**src/rtl/tick_phase_sequencer_pkg.sv**
```systemverilog
// Shared definitions for the tick-driven phase sequencer: state encoding,
// default sizing and the power-up phase duration.
package tick_phase_sequencer_pkg;

   localparam int DEF_NUM_PHASES = 4;
   localparam int DEF_TICK_W     = 8;
   localparam int DEF_LEN        = 1;

   typedef enum logic {
      ST_IDLE = 1'b0,
      ST_RUN  = 1'b1
   } state_e;

endpackage : tick_phase_sequencer_pkg

```
**src/rtl/tick_phase_sequencer_phase_len_regfile.sv**
```systemverilog
// Per-phase duration table: one write port that drops out-of-range indices,
// one combinational read port, all entries reset to the default length.
module phase_len_regfile
   import tick_phase_sequencer_pkg::*;
#(
   parameter int NUM_PHASES = DEF_NUM_PHASES,
   parameter int TICK_W     = DEF_TICK_W,
   parameter int PH_W       = $clog2(NUM_PHASES)
) (
   input  logic              clk,
   input  logic              rst_n,
   input  logic              wr_en,
   input  logic [PH_W-1:0]   wr_idx,
   input  logic [TICK_W-1:0] wr_data,
   input  logic [PH_W-1:0]   rd_idx,
   output logic [TICK_W-1:0] rd_data
);

   logic [TICK_W-1:0] len_q [NUM_PHASES];

   // NOTE: this table is built from flops, not RAM, so it can and must be
   // reset; a real RAM macro has no reset and would need an init sequence.
   always_ff @(posedge clk or negedge rst_n) begin
      if (!rst_n) begin
         for (int i = 0; i < NUM_PHASES; i++) begin
            len_q[i] <= TICK_W'(DEF_LEN);
         end
      end else if (wr_en && (int'(wr_idx) < NUM_PHASES)) begin
         // NOTE: state is updated with <= so every flop samples pre-edge
         // values; blocking = here would create ordering-dependent races.
         len_q[wr_idx] <= wr_data;
      end
   end

   assign rd_data = len_q[rd_idx];

endmodule : phase_len_regfile

```
**src/rtl/tick_phase_sequencer.sv**
```systemverilog
// Steps through a programmable list of phases, advancing on timebase ticks,
// and reports phase index, start-of-phase and end-of-sequence pulses.
module tick_phase_sequencer
   import tick_phase_sequencer_pkg::*;
#(
   parameter int NUM_PHASES = DEF_NUM_PHASES,
   parameter int TICK_W     = DEF_TICK_W,
   parameter int PH_W       = $clog2(NUM_PHASES)
) (
   input  logic              clk,
   input  logic              rst_n,
   input  logic              start_i,
   input  logic              stop_i,
   input  logic              loop_i,
   input  logic              tick_i,
   input  logic              cfg_valid_i,
   output logic              cfg_ready_o,
   input  logic [PH_W-1:0]   cfg_idx_i,
   input  logic [TICK_W-1:0] cfg_len_i,
   output logic [PH_W-1:0]   phase_o,
   output logic              phase_valid_o,
   output logic              phase_start_o,
   output logic              seq_done_o,
   output logic              busy_o
);

   localparam logic [PH_W-1:0] LAST_PHASE = PH_W'(NUM_PHASES - 1);

   state_e            state_q, state_d;
   logic [PH_W-1:0]   phase_q, phase_d;
   logic [TICK_W-1:0] count_q, count_d;
   logic              start_q, start_d;
   logic              done_q, done_d;

   logic [TICK_W-1:0] cur_len;
   logic [TICK_W-1:0] last_tick;
   logic              cfg_wr;

   assign cfg_wr = cfg_valid_i && (state_q == ST_IDLE);

   phase_len_regfile #(
      .NUM_PHASES (NUM_PHASES),
      .TICK_W     (TICK_W),
      .PH_W       (PH_W)
   ) u_len_table (
      .clk     (clk),
      .rst_n   (rst_n),
      .wr_en   (cfg_wr),
      .wr_idx  (cfg_idx_i),
      .wr_data (cfg_len_i),
      .rd_idx  (phase_q),
      .rd_data (cur_len)
   );

   // A programmed length of zero behaves like a one-tick phase.
   assign last_tick = (cur_len == '0) ? '0 : cur_len - 1'b1;

   always_ff @(posedge clk or negedge rst_n) begin
      if (!rst_n) begin
         state_q <= ST_IDLE;
         phase_q <= '0;
         count_q <= '0;
         start_q <= 1'b0;
         done_q  <= 1'b0;
      end else begin
         state_q <= state_d;
         phase_q <= phase_d;
         count_q <= count_d;
         start_q <= start_d;
         done_q  <= done_d;
      end
   end

   // NOTE: every variable gets a default before the case so no path leaves
   // it unassigned; a missing default in always_comb infers a latch.
   always_comb begin
      state_d = state_q;
      phase_d = phase_q;
      count_d = count_q;
      start_d = 1'b0;
      done_d  = 1'b0;
      unique case (state_q)
         ST_IDLE: begin
            if (start_i) begin
               state_d = ST_RUN;
               phase_d = '0;
               count_d = '0;
               start_d = 1'b1;
            end
         end
         ST_RUN: begin
            // Stop has priority; a tick arriving with it is discarded.
            if (stop_i) begin
               state_d = ST_IDLE;
               count_d = '0;
            end else if (tick_i) begin
               if (count_q == last_tick) begin
                  count_d = '0;
                  if (phase_q != LAST_PHASE) begin
                     phase_d = phase_q + 1'b1;
                     start_d = 1'b1;
                  end else if (loop_i) begin
                     phase_d = '0;
                     start_d = 1'b1;
                  end else begin
                     state_d = ST_IDLE;
                     done_d  = 1'b1;
                  end
               end else begin
                  count_d = count_q + 1'b1;
               end
            end
         end
         default: state_d = ST_IDLE;
      endcase
   end

   always_comb begin
      cfg_ready_o   = (state_q == ST_IDLE);
      busy_o        = (state_q == ST_RUN);
      phase_valid_o = (state_q == ST_RUN);
      phase_o       = phase_q;
      phase_start_o = start_q;
      seq_done_o    = done_q;
   end

endmodule : tick_phase_sequencer

```
**config.mk**
```make
export PLATFORM = sky130hd
export DESIGN_NAME = tick_phase_sequencer
export DESIGN_NICKNAME = d
export VERILOG_FILES = /design/src/rtl/tick_phase_sequencer_pkg.sv /design/src/rtl/tick_phase_sequencer_phase_len_regfile.sv /design/src/rtl/tick_phase_sequencer.sv
export SDC_FILE = /design/constraint.sdc
export NUM_CORES = 1
export LEC_CHECK = 0
export ABC_AREA = 1
export CAP_MARGIN = 20
export CORE_MARGIN = 2
export CORE_UTILIZATION = 40
export DETAILED_ROUTE_END_ITERATION = 16
export PLACE_DENSITY_LB_ADDON = 0.1
export SLEW_MARGIN = 20
export SYNTH_ARGS = -nofsm -noshare
export SYNTH_HDL_FRONTEND = slang
export SYNTH_SLANG_ARGS = --single-unit
```
**constraint.sdc**
```tcl
create_clock -name clk -period 3.25 [get_ports clk]
set_input_delay 0.4875 -clock clk [delete_from_list [all_inputs] [get_ports clk]]
set_output_delay 0.4875 -clock clk [all_outputs]
set_load 0.01 [all_outputs]
```
# [Yosys cells after proc, flatten, opt, wreduce, memory -nomap -nowiden]
# Cells that the tools add are included.
[op_classes] order_cmp=3 n_mux=36 bitwise_logic=3 n_eq_ne=8 reduce_logical=5 add_sub_neg=3
[ops] operator="$mux W8" n=8
[ops] operator="$bwmux W32" n=1
[ops] operator="$bmux W8 S2" n=1
[ops] operator="$demux W8 S2" n=1
[ops] operator="$pmux W8 S2" n=1
[ops] operator="$mux W1" n=15
[ops] operator="$mux W2" n=6
[ops] operator="$add A8 B1 Y8 const B" n=1
[ops] operator="$eq A8 B8 Y1" n=1
[ops] operator="$logic_not A8 Y1" n=1
[ops] operator="$ne A2 B2 Y1 const B" n=4
[ops] operator="$sub A8 B1 Y8 const B" n=1
[ops] operator="$ge A3 B3 Y1 const B" n=2
[ops] operator="$not A2 Y3" n=2
[ops] operator="$reduce_and A5 Y1" n=1
[ops] operator="$pmux W1 S2" n=2
[ops] operator="$pmux W2 S2" n=1
[ops] operator="$lt A3 B1 Y1 const B" n=1
[ops] operator="$ne A3 B2 Y1 const B" n=1
[ops] operator="$ne A3 B3 Y1 const B" n=1
[ops] operator="$add A2 B1 Y2 const B" n=1
[ops] operator="$logic_and A1 B1 Y1" n=2
[ops] operator="$ne A2 B1 Y1 const B" n=1
[ops] operator="$reduce_and A2 Y1" n=1
[ops] operator="$not A1 Y1" n=1
[word_totals] elab_cells=67 ff_bits=45 out_inout_bits=7 in_bits=17

# [Logic depth before layout (Yosys ltp)]
# Gate-level depths: netlist (run 1).
[logic_depth] depth_word=11 ltp_mapped=20 ltp_nobuf=18

# [Hierarchy]
# A second synthesis (run 1) with hierarchy kept.
[unflattened] hier_cells=408 hier_area_um2=2955.3
[by_module_without_submodules] mod="phase_len_regfile" area_each_um2=1790.5 seq_area_each_um2=805.8 cells_per_inst=235 instances=1
[by_module_without_submodules] mod="tick_phase_sequencer" area_each_um2=1164.9 seq_area_each_um2=325.3 cells_per_inst=173 instances=1

# [Least setup slack after synthesis (run 1)]
# OpenSTA, ideal clock, no wires.
[synth_timing] path_kind="register to register" start="reg phase_q[0], in the netlist phase_o[0]" end="reg count_q[0]" setup_time_ns=0.125 required_ns=3.125 slack_ns=0.939 n_path_buf=3 period_less_slack_ns=2.311 stages_incl_launch_ff=19 arrival_time_ns=2.186 path_cell_list="dfrtp_1 buf_6 inv_4 buf_6 nand2_1 nand3_1 nand2_2 ha_1 nand2_1 nor2_4 nand2_4 buf_6 nand3_1 nand2_1 nand3_2 nor2_2 nand2_2 nand2_2 a21oi_1"
[synth_via] elab_chain_len=11 elab_cells_between_ends=12 cone_classes="1 x add/sub; 1 x eq/ne; 8 x mux; 1 x bitwise; 1 x reduce/logical"
[synth_rtl] item="from (decl)" line_no="tick_phase_sequencer.sv:30" rtl="logic [PH_W-1:0] phase_q, phase_d;"
[synth_rtl] item="from (signal assigned)" line_no="tick_phase_sequencer.sv:67" rtl="phase_q <= phase_d;"
[synth_rtl] item="$not A2 Y3 (implied by the code) *" line_no="tick_phase_sequencer_phase_len_regfile.sv:35" rtl="assign rd_data = len_q[rd_idx];"
[synth_rtl] item="$bmux W8 S2 *" line_no="tick_phase_sequencer_phase_len_regfile.sv:35"
[synth_rtl] item="$mux W8 (implied by the code) * (2 in series)" line_no="tick_phase_sequencer_phase_len_regfile.sv:35"
[synth_rtl] item="$sub A8 B1 Y8 / $logic_not A8 Y1 (equally long branches)" line_no="tick_phase_sequencer.sv:56" rtl="assign last_tick = (cur_len == '0) ? '0 : cur_len - 1'b1;"
[synth_rtl] item="$mux W8 *" line_no="tick_phase_sequencer.sv:56"
[synth_rtl] item="$eq A8 B8 Y1 *" line_no="tick_phase_sequencer.sv:97" rtl="if (count_q == last_tick) begin"
[synth_rtl] item="$mux W8 *" line_no="tick_phase_sequencer.sv:97"
[synth_rtl] item="$mux W8 *" line_no="tick_phase_sequencer.sv:96" rtl="end else if (tick_i) begin"
[synth_rtl] item="$mux W8 *" line_no="tick_phase_sequencer.sv:93" rtl="if (stop_i) begin"
[synth_rtl] item="$pmux W8 S2 *" line_no="tick_phase_sequencer.sv:82" rtl="unique case (state_q)"
[synth_rtl] item="to (signal assigned)" line_no="tick_phase_sequencer.sv:68" rtl="count_q <= count_d;"
[synth_rtl] item="to (decl)" line_no="tick_phase_sequencer.sv:31" rtl="logic [TICK_W-1:0] count_q, count_d;"
# Mark *: on every way between the ends. The rest lies on a longest branch, timed or not. The select of a mux whose other input is x is not followed.
# A chain may end at the register's enable or synchronous reset.

# [Final worst setup path (run 1)]
# Same ends and word-level chain as after synthesis.

==> summary.md, run 1 <==
| Metric | Value |
|---|---|
| Gr usage total | 0.166 |
| Sequence of cells on the critical path | inv_4 -> nand2_1 -> nand3_1 -> nand2_1 -> ha_1 -> nand2_1 -> nor2_4 -> nand2_4 -> nand3_1 -> nand2_1 -> nand2_1 -> nand3_2 -> nor2_2 -> nand2_2 -> nand2_2 -> a21oi_1 |
| Initial antenna violation count | 0 |
| Post-CTS sizing | 0 |
| Initial cell density of the core | 0.406 |
| Die W | 83.6 um |
| Reg area | 1130 sq um |
| # clock sinks | 45 |
| Crit path kind | flip-flop to flip-flop |
| Synth unique cells | 29 |
| Starting DRT DRC Count | 77 |
| Fin crit share | 0.850 |
| Kind of cell adding the most delay to the critical path | simple AND/OR/NAND/NOR gates |
| Core Box Area | 6240 sq um |
| Crit-path slowest cell | dfrtp_1 |
| Clock buffer depth | 2 |
| PD cells | 796 nW/um^2 |
| Max_cap viols | 0 |
| Routed vias | 2122 |
| Worst R2R Setup Slack | 0.49 ns |
| F_max | 362 MHz |
| Mean Syn Cell Area | 7.50 sq um |
| RD Place Congestion | 0.784 |
| Critical Path End Type | flip-flop |
| Crit-path most repeated cell | nand2_1 |
| Share of cells above drive strength 1 | 0.106 |
| CTS clk-pin slew, worst paths | 0.08 ns |
| Layout Cell Area excl Fill | 2900 sq um |
| Post-synthesis sequential area ratio | 0.446 |
| Worst Path Max Fanout | 17 |
| Die area | 6990 sq um |
| Wire per inst | 12.2 um |
| Clock skew | 0.00461 ns |
| Synth top area cells | dfrtp_1 40%, nand2_1 17%, nand3_1 7.9% |
| Synth Instances | 338 |
| TritonCTS clock tree | yes |
| Leading area contributor after synthesis | dfrtp_1 |
| Post-CTS Setup Inserts | 0 |
| First-pass GRT wire length | 9490 um |
| Arrival time of the worst setup path | 2.95 ns |
| Fin. max-slew vios | 0 |
| CTS buffer count | 5 |
| DRT Wirelength | 5310 um |
| Post-Synthesis Net Count | 358 |
| Mapped Area | 2540 sq um |
| Vias in the first global route | 2011 |
| Largest net degree at the start of global routing | 46 |
| Placed Area | 2800 sq um |
| Setup tns final | 0 ns |
| Fill count | 624 |
| Final setup viols | 0 |
| GRT Residual Overflow | 0 |
| Status | complete, no violations |
| VDD IR max | 285 uV |
| Worst R2R End | count_q[0] |
| Die Y | 83.6 um |
| Worst path required time | 3.43 ns |
| Startpoint types | flip-flop |
| Least-Margin Pin Slew | 0.611 ns |
| Crit-path max cell delay | 0.74 ns |
| DP Wirelength | 3950 um |
| Max-slew headroom | 0.593 |
| Reg2reg start | phase_o[0] |
| Share of Yosys cell area claimed by the top area cell type | 0.405 |
| Reg2Reg Depth | 16 |
| Ys async rst share | 1.00 |
| PortBufs | 23 |
| CP startpoint | phase_o[0] |
| H-Tree Depth | 2 |
| # nets final | 379 |
| TritonRoute pass-1 iters | 4 |
| Final hold violations | 0 |
| Antenna fix cells | 0 |
| #FFs+latches synth | 45 |
| Tmin final | 2.76 ns |
| Layout area overhead | 14.5% |
| Via density | 4.87 |
| CTS root buf | clkbuf_8 |
| IO Count | 24 |
| EDFF count, synth | 0 |
| Multi-input gate area | 1190 sq um |
| Unrepaired setup endpoints after global routing | no |
| Worst skew pair latency | 0.30 ns |
| Detail Route Antenna Nets | 0 |
| Synth Flop Type | dfrtp_1 |
| Leakage | 1.40 nW |
| Num rows | 29 |
| Number of buffers and inverters on the critical path | 1 |
| Hold_buf cts | 0 |
| Hold crit path type | input pin to asynchronous set/reset pin |
| Yosys Warn Count | 0 |
| # DRC | 0 |
-- metrics by stage --
step	util	hold WS (ns)	std cells	setup WS, ns	power [mW]
floorplan	-	0.192	338	0.939	1.69
global placement	0.448	0.470	429	0.620	1.90
detailed placement	0.448	0.474	429	0.469	1.92
CTS	0.465	0.387	436	0.458	2.34
global route	0.465	0.223	436	0.150	2.54
finish	0.465	0.173	436	0.487	2.31
-- sequential cells by signal (all words and copies together), names as in the netlist --
register and cells:
phase_start_o 1, seq_done_o 1, busy_o 1, count_q 8, u_len_table.len_q 32, phase_o 2
-- where the power goes --
group / internal [mW] / switching [mW]
Combinational: 0.420 / 0.669
Sequential: 0.691 / 0.119
Clock: 0.224 / 0.188
Total: 1.33 / 0.977
-- layout make-up --
type / count / area share
Multi-Input combinational cell: 245 / 0.409
Clock buffer: 5 / 0.0237
Timing Repair Buffer: 24 / 0.0810
Inverter: 38 / 0.0509
Tap cell: 77 / 0.0332
Clock inverter: 2 / 0.0121
Sequential cell: 45 / 0.390
-- metal layers --
metal / track usage / routed length, um / vias to the layer above
li1: - / - / 1118
met1: 0.229 / 2660 / 976
met2: 0.268 / 2440 / 22
met3: 0.0326 / 139 / 6
met4: 0.0440 / 63 / 0
met5: 0 / 0 / -
-- synthesized netlist by cell type (2+ instances only) --
master    instances
inv_4             2
a21oi_1           2
dfrtp_1          41
nand4_1           4
dfstp_2           4
nand2_1         113
xor2_1            3
nor2_2            3
o21ai_0          32
nand3_2           4
nand3_1          40
ha_1              3
nor2_1            9
xnor2_1           2
nor3_1            6
inv_1            35
o21ai_1           7
nand2_2          10
buf_6             3
nor2_4            2
clkbuf_1          4
buf_4             2
-- worst reg2reg max path: stages (launching register included) --
cell,delay [ns]
dfrtp_1,0.74
inv_4,0.19
nand2_1,0.11
nand3_1,0.09
nand2_1,0.16
ha_1,0.24
nand2_1,0.11
nor2_4,0.14
nand2_4,0.12
nand3_1,0.09
nand2_1,0.05
nand2_1,0.06
nand3_2,0.06
nor2_2,0.17
nand2_2,0.10
nand2_2,0.14
a21oi_1,0.08
-- cells in the final DEF, fill, tap and decap left out, types with 5 or more instances in the layout --
cell type	n
o21ai_0	32
nor2_1	9
nor3_1	6
nand3_1	40
clkbuf_8	5
nand2_1	113
clkdlybuf4s50_1	22
o21ai_1	7
nand2_2	10
dfrtp_1	41
inv_1	35
-- cell families after synthesis --
family / Yosys count / synth area share
flops: 45 / 0.446
xor+xnor: 5 / 0.0173
simple gates: 194 / 0.350
compound gates: 43 / 0.0868
fa+ha+maj: 3 / 0.0148
buf+inv: 48 / 0.0853
-- worst max-delay path by stage --
stage                       to  slack [ns]  cells past startpoint
floorplan           count_q[0]        0.94                     18
global placement    count_q[0]        0.62                     16
detailed placement  count_q[6]        0.47                     16
CTS                 count_q[0]        0.46                     16
global route        count_q[3]        0.15                     16
finish              count_q[0]        0.49                     16
Note: power is estimated with default switching activity, not from simulation.
==> run 2, diff against run 1 <==
Settings changed: CELL_PAD_IN_SITES_DETAIL_PLACEMENT set to 1, CELL_PAD_IN_SITES_GLOBAL_PLACEMENT set to 1, REMOVE_ABC_BUFFERS set to 1.
==> summary.md, run 2 (same netlist as run 1, synthesis figures left out) <==
| Metric | Value |
|---|---|
| Status | complete, no violations |
| Max reg flops | 32 |
| Initial antenna violation count | 0 |
| First-pass GRT wire length | 11200 um |
| Gr usage total | 0.193 |
| Hold crit path type | input pin to asynchronous set/reset pin |
| # nets final | 379 |
| Post-CTS sizing | 0 |
| VDD IR max | 330 uV |
| Share of cells above drive strength 1 | 0.106 |
| CTS root buf | clkbuf_8 |
| Worst path required time | 3.43 ns |
| Clock buffer depth | 2 |
| DRT Wirelength | 6090 um |
| Met3 Usage GRT | 0.0257 |
| CTS clk-pin slew, worst paths | 0.09 ns |
| PD cells | 811 nW/um^2 |
| Worst skew pair latency | 0.29 ns |
| Final hold violations | 0 |
| Die Y | 83.6 um |
| Detail Route Antenna Nets | 0 |
| CTS buffer count | 5 |
| Most common cell after layout, fill and taps aside | nand2_1 |
| Via density | 5.01 |
| Routed vias | 2188 |
| Antenna fix cells | 0 |
| # clock sinks | 45 |
| Unrepaired setup endpoints after global routing | no |
| GRT Residual Overflow | 0 |
| Max-slew headroom | 0.536 |
| Fin crit share | 0.831 |
| TritonCTS clock tree | yes |
| Leakage | 1.40 nW |
| Final setup viols | 0 |
| Crit path kind | flip-flop to flip-flop |
| TritonRoute pass-1 iters | 4 |
| IO Count | 24 |
| Most flops, register | u_len_table.len_q |
| Setup tns final | 0 ns |
| Leading cell types in the layout, fill and taps excluded | 113 x nand2_1, 41 x dfrtp_1, 40 x nand3_1 |
| Die W | 83.6 um |
| Clock skew | 0.00634 ns |
| Worst Path Max Fanout | 16 |
| Startpoint types | flip-flop |
| Max_cap viols | 0 |
| # DRC | 0 |
| Vias in the first global route | 2375 |
| Initial cell density of the core | 0.406 |
| Layout area overhead | 14.8% |
| Largest net degree at the start of global routing | 46 |
| Tmin final | 2.70 ns |
| Wire per inst | 13.9 um |
| Met2 Resource Use GR | 0.324 |
| RD Place Congestion | 0.748 |
| Starting DRT DRC Count | 66 |
| F_max | 370 MHz |
| Met1 usage | 0.269 |
| Fill count | 795 |
| Hold_ws | 0.188 ns |
| Num rows | 29 |
| Arrival time of the worst setup path | 2.88 ns |
| Core Box Area | 6240 sq um |
| PortBufs | 23 |
| Fin. max-slew vios | 0 |
| Least-Margin Pin Slew | 0.694 ns |
| Die area | 6990 sq um |
| Most crowded layer after global routing | met2 |
| DP Wirelength | 4450 um |
| Hold_buf cts | 0 |
| Post-CTS Setup Inserts | 0 |
| H-Tree Depth | 2 |
| Critical Path End Type | flip-flop |
[run 2: final cells by class]
cell class	instances	area, sq um	area share
clock buffers	6	72.6	0.0249
clock inverters	2	38.8	0.0133
inverters	38	148	0.0507
multi-input cells	245	1190	0.408
flip-flops and latches	45	1130	0.389
well taps	77	96.3	0.0331
repair buffers	24	235	0.0808
[run 2: where the power goes]
| part | switching, mW | internal, mW | total [mW] |
|---|---|---|---|
| logic | 0.707 | 0.419 | 1.13 |
| registers | 0.113 | 0.691 | 0.804 |
| clock network | 0.200 | 0.231 | 0.431 |
[run 2: through the flow]
stage                util  power (mW)  cell area [sq um]  worst slack [ns]  std cells
detailed placement  0.448        1.95               2800             0.578        429
CTS                 0.466        2.39               2910             0.555        437
floorplan               -        1.65               2470             0.824        328
global placement    0.448        1.92               2800             0.661        429
finish              0.466        2.36               2910             0.551        437
global route        0.466        2.60               2910             0.236        437
[run 2: per-layer routing]
layer | vias up | share of wire | wire length, um
li1 | 1120 | - | -
met1 | 1037 | 0.51 | 3100
met2 | 27 | 0.46 | 2780
met3 | 4 | 0.029 | 176
met4 | 0 | 0.0066 | 40
met5 | - | 0 | 0
[run 2: path summary, 6_finish.rpt]
kind | from | to | slack [ns] | cells after the start
max | phase_o[0] | count_q[0] | 0.55 | 16
min | rst_n | u_len_table.len_q[15] | 0.19 | 1
max reg2reg | phase_o[0] | count_q[0] | 0.55 | 16
min reg2reg | u_len_table.len_q[6] | u_len_table.len_q[6] | 0.50 | 2
max in group asynchronous | rst_n | phase_o[0] | 2.66 | 1
min in group clk | u_len_table.len_q[6] | u_len_table.len_q[6] | 0.50 | 2
[run 2: worst max-delay path, stage by stage (launching register included)]
cell and delay (ns):
dfrtp_1 0.66, inv_4 0.18, nand2_1 0.10, nand3_1 0.08, nand2_2 0.14, ha_1 0.24, nand2_1 0.11, nor2_4 0.15
nand2_4 0.13, nand3_1 0.09, nand2_1 0.05, nand2_1 0.06, nand3_2 0.06, nor2_2 0.19, nand2_2 0.11, nand2_2 0.15
a21oi_1 0.08
==> run 3, diff against run 2 <==
Settings changed: CORE_UTILIZATION 40 to 38.
Clock period 3.25 ns to 2.47 ns, I/O delays scaled along.
==> summary.md, run 3 (same netlist as run 1, synthesis figures left out) <==
| Metric | Value |
|---|---|
| Status | complete, no violations |
| Fin. max-slew vios | 0 |
| Tmin final | 2.31 ns |
| Met3 Usage GRT | 0.0298 |
| Arrival time of the worst setup path | 2.55 ns |
| Wire per inst | 14.8 um |
| Die area | 7340 sq um |
| # nets final | 396 |
| Routed vias | 2288 |
| Critical Path End Type | flip-flop |
| Crit path kind | flip-flop to flip-flop |
| Reg2Reg Depth | 17 |
| DRT Wirelength | 6730 um |
| TritonCTS clock tree | yes |
| Initial cell density of the core | 0.397 |
| Worst R2R End | phase_o[0] |
| Most common cell after layout, fill and taps aside | nand2_1 |
| Startpoint types | flip-flop |
| Detail Route Antenna Nets | 0 |
| H-Tree Depth | 2 |
| Max reg flops | 32 |
| Die W | 85.7 um |
| Die Y | 85.7 um |
| Layout Cell Area excl Fill | 3090 sq um |
| Hold crit path type | input pin to asynchronous set/reset pin |
| PortBufs | 23 |
| Gr usage total | 0.195 |
| Antenna fix cells | 0 |
| Starting DRT DRC Count | 81 |
| Layout area overhead | 21.7% |
| CTS root buf | clkbuf_8 |
| Max-slew headroom | 0.612 |
| Fin crit share | 0.934 |
| Initial antenna violation count | 0 |
| Worst skew pair latency | 0.31 ns |
| Reg2reg start | phase_o[0] |
| Core Box Area | 6390 sq um |
| Leakage | 1.50 nW |
| VDD IR max | 383 uV |
| GRT Residual Overflow | 0 |
| RD Place Congestion | 0.786 |
| PD cells | 1090 nW/um^2 |
| Least-Margin Pin Slew | 0.581 ns |
| CTS clk-pin slew, worst paths | 0.10 ns |
| Worst path required time | 2.72 ns |
| Final setup viols | 0 |
| First-pass GRT wire length | 11400 um |
| Most crowded layer after global routing | met2 |
| Met2 Resource Use GR | 0.327 |
| IO Count | 24 |
| Post-route total power | 3.37 mW |
| Share of cells above drive strength 1 | 0.167 |
| Largest net degree at the start of global routing | 24 |
| Vias in the first global route | 2395 |
| Max_cap viols | 0 |
| Hold_ws | 0.0436 ns |
| Most flops, register | u_len_table.len_q |
| Fill count | 804 |
| CTS buffer count | 5 |
| TritonRoute pass-1 iters | 4 |
| F_max | 434 MHz |
| Placed Cells | 437 |
| Non-Filler Instances | 454 |
| Via density | 5.04 |
| Placed Area | 2870 sq um |
| Clock buffer depth | 2 |
| Worst R2R Setup Slack | 0.16 ns |
| DP Wirelength | 4700 um |
| Setup tns final | 0 ns |
| Leading cell types in the layout, fill and taps excluded | 111 x nand2_1, 39 x dfrtp_1, 38 x nand3_1 |
| # clock sinks | 45 |
| # DRC | 0 |
| Num rows | 29 |
| Final hold violations | 0 |
| Worst Path Max Fanout | 7 |
| Clock skew | 0.00874 ns |
| Met1 usage | 0.267 |
-- run 3: worst max-delay path, stage by stage, from the launching register on --
cell and delay (ns):
dfrtp_2 0.47, buf_4 0.15, nand2_1 0.06, nand3_1 0.09, nand2_2 0.08, ha_1 0.18
nand2_1 0.10, nor2_4 0.22, nand2_4 0.11, nand3_1 0.08, nand2_1 0.05, inv_1 0.04
nand3_1 0.11, nor2_4 0.18, nand3_2 0.12, nand2_2 0.09, nand2_1 0.05, nand2_1 0.06
-- run 3: cell type report --
type,count,area (sq um),area share
clock inverters,2,16.3,0.00527
inverters,38,150,0.0486
clock buffers,6,82.6,0.0268
multi-input cells,246,1240,0.403
well taps,77,96.3,0.0312
flip-flops and latches,45,1130,0.367
repair buffers,40,365,0.118
-- run 3: how the worst max path moves through the flow --
stage                           from    endpoint  slack [ns]  cells after the start
after CTS                 phase_o[0]  count_q[5]        0.04                     15
after floorplan           phase_o[0]  count_q[0]        0.04                     16
final                     phase_o[0]  phase_o[0]        0.16                     17
after global placement    phase_o[0]  count_q[0]        0.09                     16
after detailed placement  phase_o[0]  count_q[0]        0.03                     16
after global routing      phase_o[0]  phase_o[0]       -0.06                     17
-- run 3: stage by stage --
stage          setup WS [ns]   util
2_1_floorplan         0.0440      -
6_report               0.164  0.483
5_1_grt              -0.0565  0.483
4_1_cts               0.0427  0.465
3_5_place_dp          0.0282  0.449
3_3_place_gp          0.0917  0.449
-- run 3: what timing repair did --
action | CTS | global route
setup endpoints to repair | 7 | 13
setup buffers | 0 | 8
gates resized for setup | 1 | 13
pin swaps | 0 | 5
cloned | 0 | 1
hold buffers | 0 | 0
-- run 3: report_power, final --
part / leakage, nW / total (mW) / switching, mW / internal [mW]
registers: 0.565 / 1.03 / 0.121 / 0.911
clock network: 0.0478 / 0.516 / 0.285 / 0.231
logic: 0.885 / 1.82 / 1.11 / 0.710
total: 1.50 / 3.37 / 1.51 / 1.85
-- run 3: layer usage --
layer / vias up / routed length, um / share of wire
met1: 1104 / 3240 / 0.48
met4: 0 / 52 / 0.0077
met3: 5 / 137 / 0.020
met5: - / 0 / 0
li1: 1156 / - / -
met2: 23 / 3300 / 0.49
